==> src/rtl/reg_target_sequencer.sv <==
// Register-bus slave that sequences target power and nRST (power-off, reset hold, settle)
// for a clean target restart, and inhibits capture/glitch arming while a sequence runs.
module reg_target_sequencer #(
   parameter logic [5:0]  ADDR_SEQ   = 6'd55,
   parameter int          CNT_WIDTH  = 16,
   parameter logic [15:0] DEF_OFF    = 16'd1000,
   parameter logic [15:0] DEF_RST    = 16'd100,
   parameter logic [15:0] DEF_SETTLE = 16'd100
) (
   input  logic        clk,
   input  logic        reset_n,
   input  logic [5:0]  reg_address,
   input  logic [15:0] reg_bytecnt,
   input  logic [7:0]  reg_datai,
   output logic [7:0]  reg_datao,
   input  logic        reg_read,
   input  logic        reg_write,
   input  logic        reg_addrvalid,
   input  logic [5:0]  reg_hypaddress,
   output logic [15:0] reg_hyplen,
   output logic        targetpower_off,
   output logic        enable_output_nrst,
   output logic        output_nrst,
   output logic        seq_busy,
   output logic        arm_inhibit,
   output logic        seq_done
);

   typedef enum logic [2:0] {
      S_IDLE     = 3'd0,
      S_PWR_OFF  = 3'd1,
      S_RST_HOLD = 3'd2,
      S_SETTLE   = 3'd3,
      S_DONE     = 3'd4
   } state_t;

   state_t                state_q, state_d;
   logic [CNT_WIDTH-1:0]  cnt_q, cnt_d;
   logic [15:0]           off_q, off_d;
   logic [15:0]           rst_q, rst_d;
   logic [15:0]           settle_q, settle_d;
   logic [15:0]           snap_rst_q, snap_rst_d;
   logic [15:0]           snap_settle_q, snap_settle_d;
   logic                  done_sticky_q, done_sticky_d;
   logic                  pwr_off_q, pwr_off_d;
   logic                  nrst_en_q, nrst_en_d;
   logic                  nrst_lvl_q, nrst_lvl_d;
   logic                  busy_q, busy_d;
   logic                  done_q, done_d;

   logic sel, wr_en, wr_ctrl;

   assign sel     = reg_addrvalid && (reg_address == ADDR_SEQ);
   assign wr_en   = sel && reg_write;
   assign wr_ctrl = wr_en && (reg_bytecnt == 16'd0);

   // A zero-length phase still lasts one cycle so every phase is observable.
   function automatic logic [CNT_WIDTH-1:0] load_val(input logic [15:0] n);
      return (n == 16'd0) ? CNT_WIDTH'(1) : CNT_WIDTH'(n);
   endfunction

   always_comb begin
      state_d       = state_q;
      cnt_d         = cnt_q;
      off_d         = off_q;
      rst_d         = rst_q;
      settle_d      = settle_q;
      snap_rst_d    = snap_rst_q;
      snap_settle_d = snap_settle_q;
      done_sticky_d = done_sticky_q;

      if (wr_en) begin
         case (reg_bytecnt)
            16'd1:   off_d[7:0]     = reg_datai;
            16'd2:   off_d[15:8]    = reg_datai;
            16'd3:   rst_d[7:0]     = reg_datai;
            16'd4:   rst_d[15:8]    = reg_datai;
            16'd5:   settle_d[7:0]  = reg_datai;
            16'd6:   settle_d[15:8] = reg_datai;
            default: ;
         endcase
      end

      // Abort wins over everything, including a start in the same write.
      if (wr_ctrl && reg_datai[1]) begin
         state_d = S_IDLE;
      end else begin
         case (state_q)
            S_IDLE: begin
               if (wr_ctrl && reg_datai[0]) begin
                  snap_rst_d    = rst_q;
                  snap_settle_d = settle_q;
                  done_sticky_d = 1'b0;
                  if (reg_datai[2]) begin
                     state_d = S_RST_HOLD;
                     cnt_d   = load_val(rst_q);
                  end else begin
                     state_d = S_PWR_OFF;
                     cnt_d   = load_val(off_q);
                  end
               end
            end
            S_PWR_OFF: begin
               if (cnt_q == CNT_WIDTH'(1)) begin
                  state_d = S_RST_HOLD;
                  cnt_d   = load_val(snap_rst_q);
               end else begin
                  cnt_d = cnt_q - CNT_WIDTH'(1);
               end
            end
            S_RST_HOLD: begin
               if (cnt_q == CNT_WIDTH'(1)) begin
                  state_d = S_SETTLE;
                  cnt_d   = load_val(snap_settle_q);
               end else begin
                  cnt_d = cnt_q - CNT_WIDTH'(1);
               end
            end
            S_SETTLE: begin
               if (cnt_q == CNT_WIDTH'(1)) begin
                  state_d       = S_DONE;
                  done_sticky_d = 1'b1;
               end else begin
                  cnt_d = cnt_q - CNT_WIDTH'(1);
               end
            end
            S_DONE:  state_d = S_IDLE;
            default: state_d = S_IDLE;
         endcase
      end

      // Outputs are decoded from the next state so the registered copies track state_q exactly.
      pwr_off_d  = 1'b0;
      nrst_en_d  = 1'b0;
      nrst_lvl_d = 1'b1;
      busy_d     = (state_d != S_IDLE);
      done_d     = (state_d == S_DONE);
      case (state_d)
         S_PWR_OFF: begin
            pwr_off_d  = 1'b1;
            nrst_en_d  = 1'b1;
            nrst_lvl_d = 1'b0;
         end
         S_RST_HOLD: begin
            nrst_en_d  = 1'b1;
            nrst_lvl_d = 1'b0;
         end
         S_SETTLE: nrst_en_d = 1'b1;
         default:  ;
      endcase
   end

   always_ff @(posedge clk or negedge reset_n) begin
      if (!reset_n) begin
         state_q       <= S_IDLE;
         cnt_q         <= '0;
         off_q         <= DEF_OFF;
         rst_q         <= DEF_RST;
         settle_q      <= DEF_SETTLE;
         snap_rst_q    <= DEF_RST;
         snap_settle_q <= DEF_SETTLE;
         done_sticky_q <= 1'b0;
         pwr_off_q     <= 1'b0;
         nrst_en_q     <= 1'b0;
         nrst_lvl_q    <= 1'b1;
         busy_q        <= 1'b0;
         done_q        <= 1'b0;
      end else begin
         state_q       <= state_d;
         cnt_q         <= cnt_d;
         off_q         <= off_d;
         rst_q         <= rst_d;
         settle_q      <= settle_d;
         snap_rst_q    <= snap_rst_d;
         snap_settle_q <= snap_settle_d;
         done_sticky_q <= done_sticky_d;
         pwr_off_q     <= pwr_off_d;
         nrst_en_q     <= nrst_en_d;
         nrst_lvl_q    <= nrst_lvl_d;
         busy_q        <= busy_d;
         done_q        <= done_d;
      end
   end

   always_comb begin
      reg_datao = 8'h00;
      if (sel && reg_read) begin
         case (reg_bytecnt)
            16'd0:   reg_datao = {3'b000, state_q, done_sticky_q, busy_q};
            16'd1:   reg_datao = off_q[7:0];
            16'd2:   reg_datao = off_q[15:8];
            16'd3:   reg_datao = rst_q[7:0];
            16'd4:   reg_datao = rst_q[15:8];
            16'd5:   reg_datao = settle_q[7:0];
            16'd6:   reg_datao = settle_q[15:8];
            default: reg_datao = 8'h00;
         endcase
      end
   end

   assign reg_hyplen         = (reg_hypaddress == ADDR_SEQ) ? 16'd7 : 16'd0;
   assign targetpower_off    = pwr_off_q;
   assign enable_output_nrst = nrst_en_q;
   assign output_nrst        = nrst_lvl_q;
   assign seq_busy           = busy_q;
   assign arm_inhibit        = busy_q;
   assign seq_done           = done_q;

endmodule

==> config.mk <==
export PLATFORM = sky130hd
export DESIGN_NAME = reg_target_sequencer
export DESIGN_NICKNAME = d
export VERILOG_FILES = /design/src/rtl/reg_target_sequencer.sv
export SDC_FILE = /design/constraint.sdc
export NUM_CORES = 1
export LEC_CHECK = 0
export BUFFER_PORTS_ARGS = -buffer_cell sky130_fd_sc_hd__buf_2
export CORE_AREA = 2 2 124 126
export DETAILED_ROUTE_END_ITERATION = 8
export DIE_AREA = 0 0 126 128
export PLACE_DENSITY = 0.64
export SYNTH_ARGS = -nofsm -noshare
export SYNTH_HDL_FRONTEND = slang
export SYNTH_SLANG_ARGS = --single-unit
==> constraint.sdc <==
create_clock -name clk -period 4.71 [get_ports clk]
set_input_delay 0.7065 -clock clk [delete_from_list [all_inputs] [get_ports clk]]
set_output_delay 0.7065 -clock clk [all_outputs]
set_load 0.02 [all_outputs]
==> qor.yml, run 1 <==
run_status:
  status: "complete, no violations"
layout:
  fill_cells: 1419
  drive_above_1_share_pct: 34.1
  num_antenna_cells: 0
  seqCellArea_um2: 2650
  fin_area_um2: 6420
  multi_input_area_um2: 2910
  final_nets: 610
  synthToLayoutAreaGrowth_pct: 10.2
cts:
  cts.repair.resized: 0
  cts_setup_buffers: 0
  clock_path_buffers: 2
  cts.sinks: 105
  htreeDepth: 3
  cts_tree: "done"
  clk_pin_slew_ns: 0.07
  cts-root-buf: "clkbuf_16"
  cts_hold_buf: 0
  insertion_delay_ns: 0.36
  numCtsBuffers: 9
drt:
  routed_via_density: 5.93
  vias: 4506
  drtAntennaViolNets: 0
  drt_iter0_drc: 412
  wl_per_cell_um: 20.5
  drc: 0
  wl_um: 15600
  firstDrtPassIters: 5
logic_synthesis:
  synthTopCellsByCount: "dfrtp_1, mux2_2, o21ai_0"
  synth_top_area_share_pct: 36.9
  ys_warn_count: 0
  ys_seq_area_share_pct: 45.5
  synth-main-ff-cell: "dfrtp_1"
  async_flop_share_pct: 100
  ys_top_cells_by_area: "dfrtp_1, mux2_2, dfstp_2"
  avgSynthCellArea_um2: 11.0
  yosysTopAreaCell: "dfrtp_1"
  synth-seq-cells: 105
  syn_area_um2: 5830
  synth_edf_count: 0
  synthCells: 531
  synth_most_common_cell: "dfrtp_1"
  yosys.cell_types.count: 56
placed_design:
  hpwl_um: 11500
  place_area_um2: 6140
  gp_congestion: 0.987
  io_buffers: 57
sta:
  fin_skew_ns: 0.0110
  fin_setup_tns_ns: 0
  post-route-period-util_pct: 73.2
  max_freq_mhz: 290
  rsz0062_at_grt: "no"
  finalMaxSlewViolations: 0
  min_period_ns: 3.45
  worst_slew_pin_slew_ns: 1.08
  finalSetupViolCount: 0
  hold_viol_final: 0
  max_slew_margin_pct: 28.0
die:
  core-area_um2: 14900
  die_height_um: 128
  die_area_um2: 16100
  ioPinCount: 71
  fp-row-count: 45
  initial_utilization_pct: 39.2
  dieWidth_um: 126
grt:
  grt_pass1_vias: 4354
  grt_pass1_wl_um: 24900
  antenna_found_initial: 0
  grt_max_degree: 62
  overflow: 0
  track_usage_pct: 19.9
power_and_ir_drop:
  p_per_area_nw_per_um2: 288
  peakVddDrop_uv: 291
  p_sw_share_pct: 27.6
  p_leak_nw: 3.02
  pwr-share-comb_pct: 10.4
  internal_power_mw: 1.34
  clock_power_share_pct: 39.6
  power_switching_uw: 510
  seqPwrFrac_pct: 49.9
setup_path:
  setup.worst_path.class: "in -> out"
  worst_setup_path_end_kind: "output port"
  critical_path_arrival_ns: 2.74
  cp.required_ns: 4.00
  path_max_fanout: 14
  startpoint_type: "input pin"
min_path:
  hp-class: "in -> async"
flow_run:
  max_cap_viol_count: 0
==> cells in the final DEF (no fill, tap or decap), types with 2 or more instances in the layout <==
cell       netlist  final
a32oi_1          3      3
clkbuf_16        0      9
dfstp_2         19     19
o21a_1           2      2
o211ai_1         2      2
mux2i_1         17     17
a311oi_1         2      2
mux2_4          30     30
nor2_1          31     31
a222oi_1         2      2
o21ai_0         40     40
buf_4           16      3
nand4b_1         2      2
a21oi_1         16     16
and3_1           2      2
inv_1           10     10
mux2_2          61     61
o221ai_1         2      2
and2_1           4      4
or2_2            2      2
a31oi_1         10     10
nor3_1          13     13
buf_2            5     56
a21o_1           2      2
dfrtp_1         86     86
a41o_1           3      3
and4_1           2      2
nor4_1          18     18
and3b_1          2      2
o22ai_1         12     12
inv_6            0      3
nor2b_1          4      4
a22oi_1         24     24
nand2_1         28     28
nand4_1          5      5
ha_1             2      2
a41oi_1          4      4
o211ai_2         2      2
nand3_1          5      5
conb_1           1     13
==> layout make-up <==
class	instances	area share, %
tap	188	3.66
clock inverter	6	0.740
multi-input combinational	381	45.2
timing repair buffer	59	4.71
sequential	105	41.3
inverter	11	0.643
clock buffer	10	3.72
==> path summary, 6_finish.rpt <==
path	slack, ns	to	from	cells after the start
worst min-delay path	0.42	rst_q[0]$_DFFE_PN0P_	reset_n	1
max in group asynchronous	3.21	snap_settle_q[5]$_DFFE_PN1P_	reset_n	2
worst max register to register	1.66	cnt_q[10]$_DFFE_PN0P_	cnt_q[1]$_DFFE_PN0P_	8
worst max-delay path	1.26	reg_datao[5]	reg_bytecnt[8]	8
min in group clk	0.51	settle_q[2]$_DFFE_PN1P_	settle_q[2]$_DFFE_PN1P_	2
worst min register to register	0.51	settle_q[2]$_DFFE_PN1P_	settle_q[2]$_DFFE_PN1P_	2
==> power groups by stage <==
| stage | Sequential (mW) | Combinational [mW] | Clock [mW] |
|---|---|---|---|
| global placement | 0.937 | 0.187 | 0 |
| global route | 0.921 | 0.214 | 0.793 |
| detailed placement | 0.938 | 0.192 | 0 |
| CTS | 0.921 | 0.191 | 0.751 |
| floorplan | 0.932 | 0.133 | 0 |
| finish | 0.923 | 0.192 | 0.733 |
==> logic make-up after synthesis <==
kind of cell	Yosys count	synth area share (%)
compound gates	131	14.8
simple gates	127	11.4
mux	108	22.4
flops	105	45.5
buf+inv	57	5.45
fa+ha+maj	2	0.429
other cells	1	0.0643
==> sequential cells by signal, indices dropped and copies added (netlist names), 3 cells and up <==
| register | cells |
|---|---|
| snap_rst_q | 16 |
| off_q | 16 |
| cnt_q | 16 |
| state_q | 3 |
| rst_q | 16 |
| settle_q | 16 |
| snap_settle_q | 16 |
==> metrics by stage <==
step | setup slack, ns | hold slack (ns) | power (mW) | util, % | std cells
after global routing | 1.08 | 0.471 | 1.93 | 43.2 | 760
after floorplan | 1.77 | 0.411 | 1.06 | - | 543
final | 1.26 | 0.420 | 1.85 | 43.2 | 760
after CTS | 1.30 | 0.452 | 1.86 | 43.2 | 760
after detailed placement | 1.21 | 0.490 | 1.13 | 41.3 | 744
after global placement | 1.30 | 0.483 | 1.12 | 41.3 | 744
==> layer usage <==
layer  global-route usage [%]  vias up  wire, um
li1                         -     2049         -
met1                     28.5     2230      7080
met2                     30.4      211      7080
met3                     5.51       16      1200
met4                     4.33        0       239
met5                        0        -         0
==> worst max-delay path: stages <==
cell and delay [ns]:
buf_2 0.10, nor4_1 0.25, and4_1 0.53, and3b_1 0.35
nor2b_1 0.33, nand2_1 0.09, a21oi_1 0.18, buf_2 0.20
Note: power is estimated with default switching activity, not from simulation.
==> run 2: changes to the inputs <==
==> constraint.sdc (replaced) <==
create_clock -name clk -period 3.2 [get_ports clk]
set_input_delay 0.48 -clock clk [delete_from_list [all_inputs] [get_ports clk]]
set_output_delay 0.48 -clock clk [all_outputs]
set_load 0.02 [all_outputs]
==> run 2 against run 1 <==
Compared with the run above:
- final cell count grew 1.4%
- sequential power grew 47%
- count of clock-buffer cells in the layout grew 2
- combinational power grew 55%
- first-iteration DRC count grew 6.1%
- setup slack lost 0.86 ns
- largest cell class unchanged
- hold slack lost 0.28 ns
- largest power group unchanged
==> qor.yml, run 2 (synthesis results as in run 1) <==
power_and_ir_drop:
  p_total_mw: 2.87
  power_switching_uw: 737
  p_sw_share_pct: 25.6
  p_leak_nw: 3.09
  peakVddDrop_uv: 332
  p_per_area_nw_per_um2: 438
  clock_power_share_pct: 42.5
  pwr-share-comb_pct: 10.4
  seqPwrFrac_pct: 47.2
  internal_power_mw: 2.14
grt:
  grt_max_degree: 57
  track_usage_pct: 19.7
  overflow: 0
  grt_pass1_wl_um: 25000
  antenna_found_initial: 0
  grt_pass1_vias: 4407
sta:
  fin_setup_tns_ns: 0
  rsz0062_at_grt: "no"
  finalMaxSlewViolations: 0
  layout_setup_ws_ns: 0.401
  min_period_ns: 2.80
  finalSetupViolCount: 0
  hold_slack_ns: 0.136
  hold_viol_final: 0
  max_slew_margin_pct: 40.7
  post-route-period-util_pct: 87.5
  fin_skew_ns: 0.0102
  worst_slew_pin_slew_ns: 0.887
  max_freq_mhz: 357
setup_path:
  worst_setup_path_end_kind: "output port"
  crit_path_max_incr_delay_ns: 0.39
  cp.required_ns: 2.72
  startpoint_type: "input pin"
  critical_path.cell_chain: "buf_2 > nor4_1 > and4_1 > buf_4 > nand3_1 > a31oi_1 > buf_2"
  crit_slowest_cell: "a31oi_1"
  path_max_fanout: 8
  critical_path_arrival_ns: 2.32
  setup.worst_path.class: "in -> out"
  cpMostUsedCell: "buf_2"
die:
  core-area_um2: 14900
  initial_utilization_pct: 39.2
  ioPinCount: 71
  fp-row-count: 45
  die_area_um2: 16100
  dieWidth_um: 126
  die_height_um: 128
layout:
  final_nets: 621
  drive_above_1_share_pct: 35.0
  num_antenna_cells: 0
  fill_cells: 1401
  final_common_cell: "dfrtp_1"
  synthToLayoutAreaGrowth_pct: 12.5
  final_cells: 771
  fin_util_pct: 44.1
  layout_common_cells: "dfrtp_1, mux2_2, buf_2, o21ai_0, nor2_1"
  fin_area_um2: 6550
cts:
  cts-root-buf: "clkbuf_16"
  cts_tree: "done"
  insertion_delay_ns: 0.35
  cts.repair.resized: 0
  cts_hold_buf: 0
  clock_path_buffers: 2
  numCtsBuffers: 9
  cts.sinks: 105
  htreeDepth: 3
  cts_setup_buffers: 0
  clk_pin_slew_ns: 0.07
drt:
  vias: 4555
  firstDrtPassIters: 5
  m1WireLength_um: 7260
  dr_wl_met3_um: 976
  drtAntennaViolNets: 0
  drc: 0
  drt_iter0_drc: 437
  topRoutingLayerUsed: "met4"
  routed_via_density: 5.91
  wl_per_cell_um: 20.3
  wl_met2_um: 7170
  wl_um: 15600
min_path:
  hp-class: "in -> async"
placed_design:
  place_area_um2: 6230
  gp_congestion: 0.897
  pre_cts_ws_ns: 0.444
  hpwl_um: 11500
  dp.cells: 755
  io_buffers: 57
flow_run:
  max_cap_viol_count: 0
run_status:
  status: "complete, no violations"
==> run 2: routing by layer <==
layer / up-vias / track usage [%]
met4: 0 / 5.04
li1: 2057 / -
met5: - / 0
met1: 2271 / 28.6
met3: 19 / 3.76
met2: 208 / 30.4
==> run 2: cell type report <==
class                           instances  area [um2]  share of cell area (%)
Multi-Input combinational cell        381        2910                    44.3
Tap cell                              188         235                    3.59
Timing Repair Buffer                   70         398                    6.07
Clock inverter                          4        76.3                    1.16
Inverter                               11        41.3                   0.630
Sequential cell                       105        2650                    40.5
Clock buffer                           12         246                    3.76
==> run 2: worst paths after layout <==
kind,startpoint,end,slack [ns],cells past startpoint
max in group asynchronous,reset_n,output_nrst$_DFF_PN1_,2.28,2
min,reset_n,off_q[1]$_DFFE_PN0P_,0.14,1
min reg2reg,settle_q[2]$_DFFE_PN1P_,settle_q[2]$_DFFE_PN1P_,0.50,2
max reg2reg,cnt_q[1]$_DFFE_PN0P_,cnt_q[1]$_DFFE_PN0P_,0.54,9
max,reg_bytecnt[3],reg_datao[4],0.40,7
min in group clk,reg_datai[3],rst_q[11]$_DFFE_PN0P_,0.43,2
==> run 2: power groups by stage <==
| stage | Combinational (mW) | Sequential, mW | Clock (mW) |
|---|---|---|---|
| CTS | 0.296 | 1.36 | 1.24 |
| global route | 0.329 | 1.36 | 1.29 |
| finish | 0.298 | 1.36 | 1.22 |
| detailed placement | 0.295 | 1.38 | 0 |
| floorplan | 0.196 | 1.37 | 0 |
| global placement | 0.291 | 1.38 | 0 |
==> run 2: critical path: cells and delay by family <==
family / cells / cell delay [ns]
AND/OR/NAND/NOR: 3 / 0.91
AO/OA/AOI/OAI: 1 / 0.39
buffers and inverters: 3 / 0.54
==> run 3: changes to the inputs <==
--- a/config.mk
+++ b/config.mk
@@ -6,10 +6,11 @@
 export NUM_CORES = 1
 export LEC_CHECK = 0
 export BUFFER_PORTS_ARGS = -buffer_cell sky130_fd_sc_hd__buf_2
+export CAP_MARGIN = 25
 export CORE_AREA = 2 2 124 126
 export DETAILED_ROUTE_END_ITERATION = 8
 export DIE_AREA = 0 0 126 128
-export PLACE_DENSITY = 0.64
+export PLACE_DENSITY = 0.67
 export SYNTH_ARGS = -nofsm -noshare
 export SYNTH_HDL_FRONTEND = slang
 export SYNTH_SLANG_ARGS = --single-unit
==> run 3 against run 2 <==
Compared with the run above:
- wire length is 0.80% lower
- design area decreased by 0.29%
- largest cell class unchanged
- clock power about the same
- highest routed layer unchanged
- first-iteration DRC count grew 21%
- critical path depth is the same
==> qor.yml, run 3 (synthesis results as in run 1) <==
grt:
  grt_pass1_wl_um: 25000
  antenna_found_initial: 0
  use_met1_pct: 27.9
  grt_pass1_vias: 4422
  track_usage_pct: 19.5
  busiest_layer: "met2"
  use_met3_pct: 3.42
  grt_max_degree: 63
  overflow: 0
  met2_usage_pct: 30.6
drt:
  wl_um: 15500
  routed_via_density: 5.91
  vias: 4538
  drt_iter0_drc: 530
  firstDrtPassIters: 5
  wl_per_cell_um: 20.2
  drtAntennaViolNets: 0
  drc: 0
power_and_ir_drop:
  p_total_mw: 2.86
  clock_power_share_pct: 42.4
  pwr-share-comb_pct: 10.2
  p_sw_share_pct: 26.0
  internal_power_mw: 2.12
  peakVddDrop_uv: 279
  power_switching_uw: 745
  p_per_area_nw_per_um2: 438
  seqPwrFrac_pct: 47.4
  p_leak_nw: 3.08
sta:
  hold_slack_ns: 0.129
  layout_setup_ws_ns: 0.317
  finalSetupViolCount: 0
  finalMaxSlewViolations: 0
  fin_setup_tns_ns: 0
  worst_slew_pin_slew_ns: 0.949
  max_freq_mhz: 347
  fin_skew_ns: 0.00871
  hold_viol_final: 0
  min_period_ns: 2.88
  max_slew_margin_pct: 36.1
  rsz0062_at_grt: "no"
  post-route-period-util_pct: 90.1
setup_path:
  worst_setup_path_end_kind: "output port"
  critical_path_arrival_ns: 2.40
  setup.worst_path.class: "in -> out"
  startpoint_type: "input pin"
  cp.required_ns: 2.72
  path_max_fanout: 14
layout:
  final_nets: 618
  final_cells: 768
  drive_above_1_share_pct: 34.8
  fill_cells: 1377
  synthToLayoutAreaGrowth_pct: 12.1
  final_common_cell: "dfrtp_1"
  num_antenna_cells: 0
  multi_input_area_um2: 2910
  layout_common_cells: "dfrtp_1, mux2_2, buf_2, o21ai_0, nor2_1"
  seqCellArea_um2: 2650
die:
  die_area_um2: 16100
  dieWidth_um: 126
  die_height_um: 128
  fp-row-count: 45
  initial_utilization_pct: 39.2
  ioPinCount: 71
  core-area_um2: 14900
cts:
  cts_tree: "done"
  clk_pin_slew_ns: 0.07
  cts.repair.resized: 0
  clock_path_buffers: 2
  numCtsBuffers: 9
  cts_hold_buf: 0
  cts_setup_buffers: 0
  cts-root-buf: "clkbuf_16"
  cts.sinks: 105
  insertion_delay_ns: 0.35
  htreeDepth: 3
run_status:
  status: "complete, no violations"
placed_design:
  gp_congestion: 0.937
  pre_cts_ws_ns: 0.318
  hpwl_um: 11600
  io_buffers: 57
  dp.cells: 752
flow_run:
  max_cap_viol_count: 0
min_path:
  hp-class: "in -> async"
-- run 3: cell types whose count changed in the layout (fill, tap and decap cells not counted) --
cell        before  now
clkinvlp_4       1    0
clkinv_4         0    1
clkbuf_1         2    1
inv_6            1    2
inv_8            0    1
buf_4           13   10
clkbuf_8         1    0
-- run 3: path summary, 6_finish.rpt --
path	from	slack, ns	end	depth (start not counted)
max in group asynchronous	reset_n	2.29	off_q[3]$_DFFE_PN1P_	2
min in group clk	reg_datai[6]	0.44	off_q[14]$_DFFE_PN0P_	2
setup / recovery	reg_bytecnt[3]	0.32	reg_datao[2]	7
hold / removal	reset_n	0.13	cnt_q[12]$_DFFE_PN0P_	1
hold reg to reg	settle_q[2]$_DFFE_PN1P_	0.50	settle_q[2]$_DFFE_PN1P_	2
setup reg to reg	cnt_q[1]$_DFFE_PN0P_	0.43	cnt_q[14]$_DFFE_PN0P_	8
-- run 3: area by class of cell --
class | instances | share of cell area, %
Sequential cell | 105 | 40.6
Inverter | 11 | 0.632
Timing Repair Buffer | 67 | 5.74
Clock inverter | 6 | 1.49
Multi-Input combinational cell | 381 | 44.5
Tap cell | 188 | 3.60
Clock buffer | 10 | 3.50
-- run 3: power by group through the flow --
stage                     logic (mW)  clock network [mW]  registers (mW)
after floorplan                0.196                   0            1.37
after global placement         0.279                   0            1.38
after detailed placement       0.288                   0            1.38
after CTS                      0.289                1.23            1.35
after global routing           0.325                1.28            1.36
final                          0.292                1.21            1.36
-- run 3: per-layer routing --
metal  wire length, um  share of wire (%)
met5                 0                  0
met4               323                2.1
met3              1110                7.2
met2              7090                 46
met1              6970                 45
-- run 3: stage by stage --
| stage | instance area [um2] | util [%] |
|---|---|---|
| 3_5_place_dp | 6210 | 41.8 |
| 3_3_place_gp | 6210 | 41.8 |
| 4_1_cts | 6540 | 44.0 |
| 6_report | 6540 | 44.0 |
| 2_1_floorplan | 5870 | - |
| 5_1_grt | 6540 | 44.0 |
-- run 3: critical path, cell delays in order --
cell and delay [ns]:
buf_2 0.10, nor4_1 0.23, and4_1 0.51, and3b_1 0.46
a222oi_1 0.15, a21oi_1 0.26, buf_2 0.22
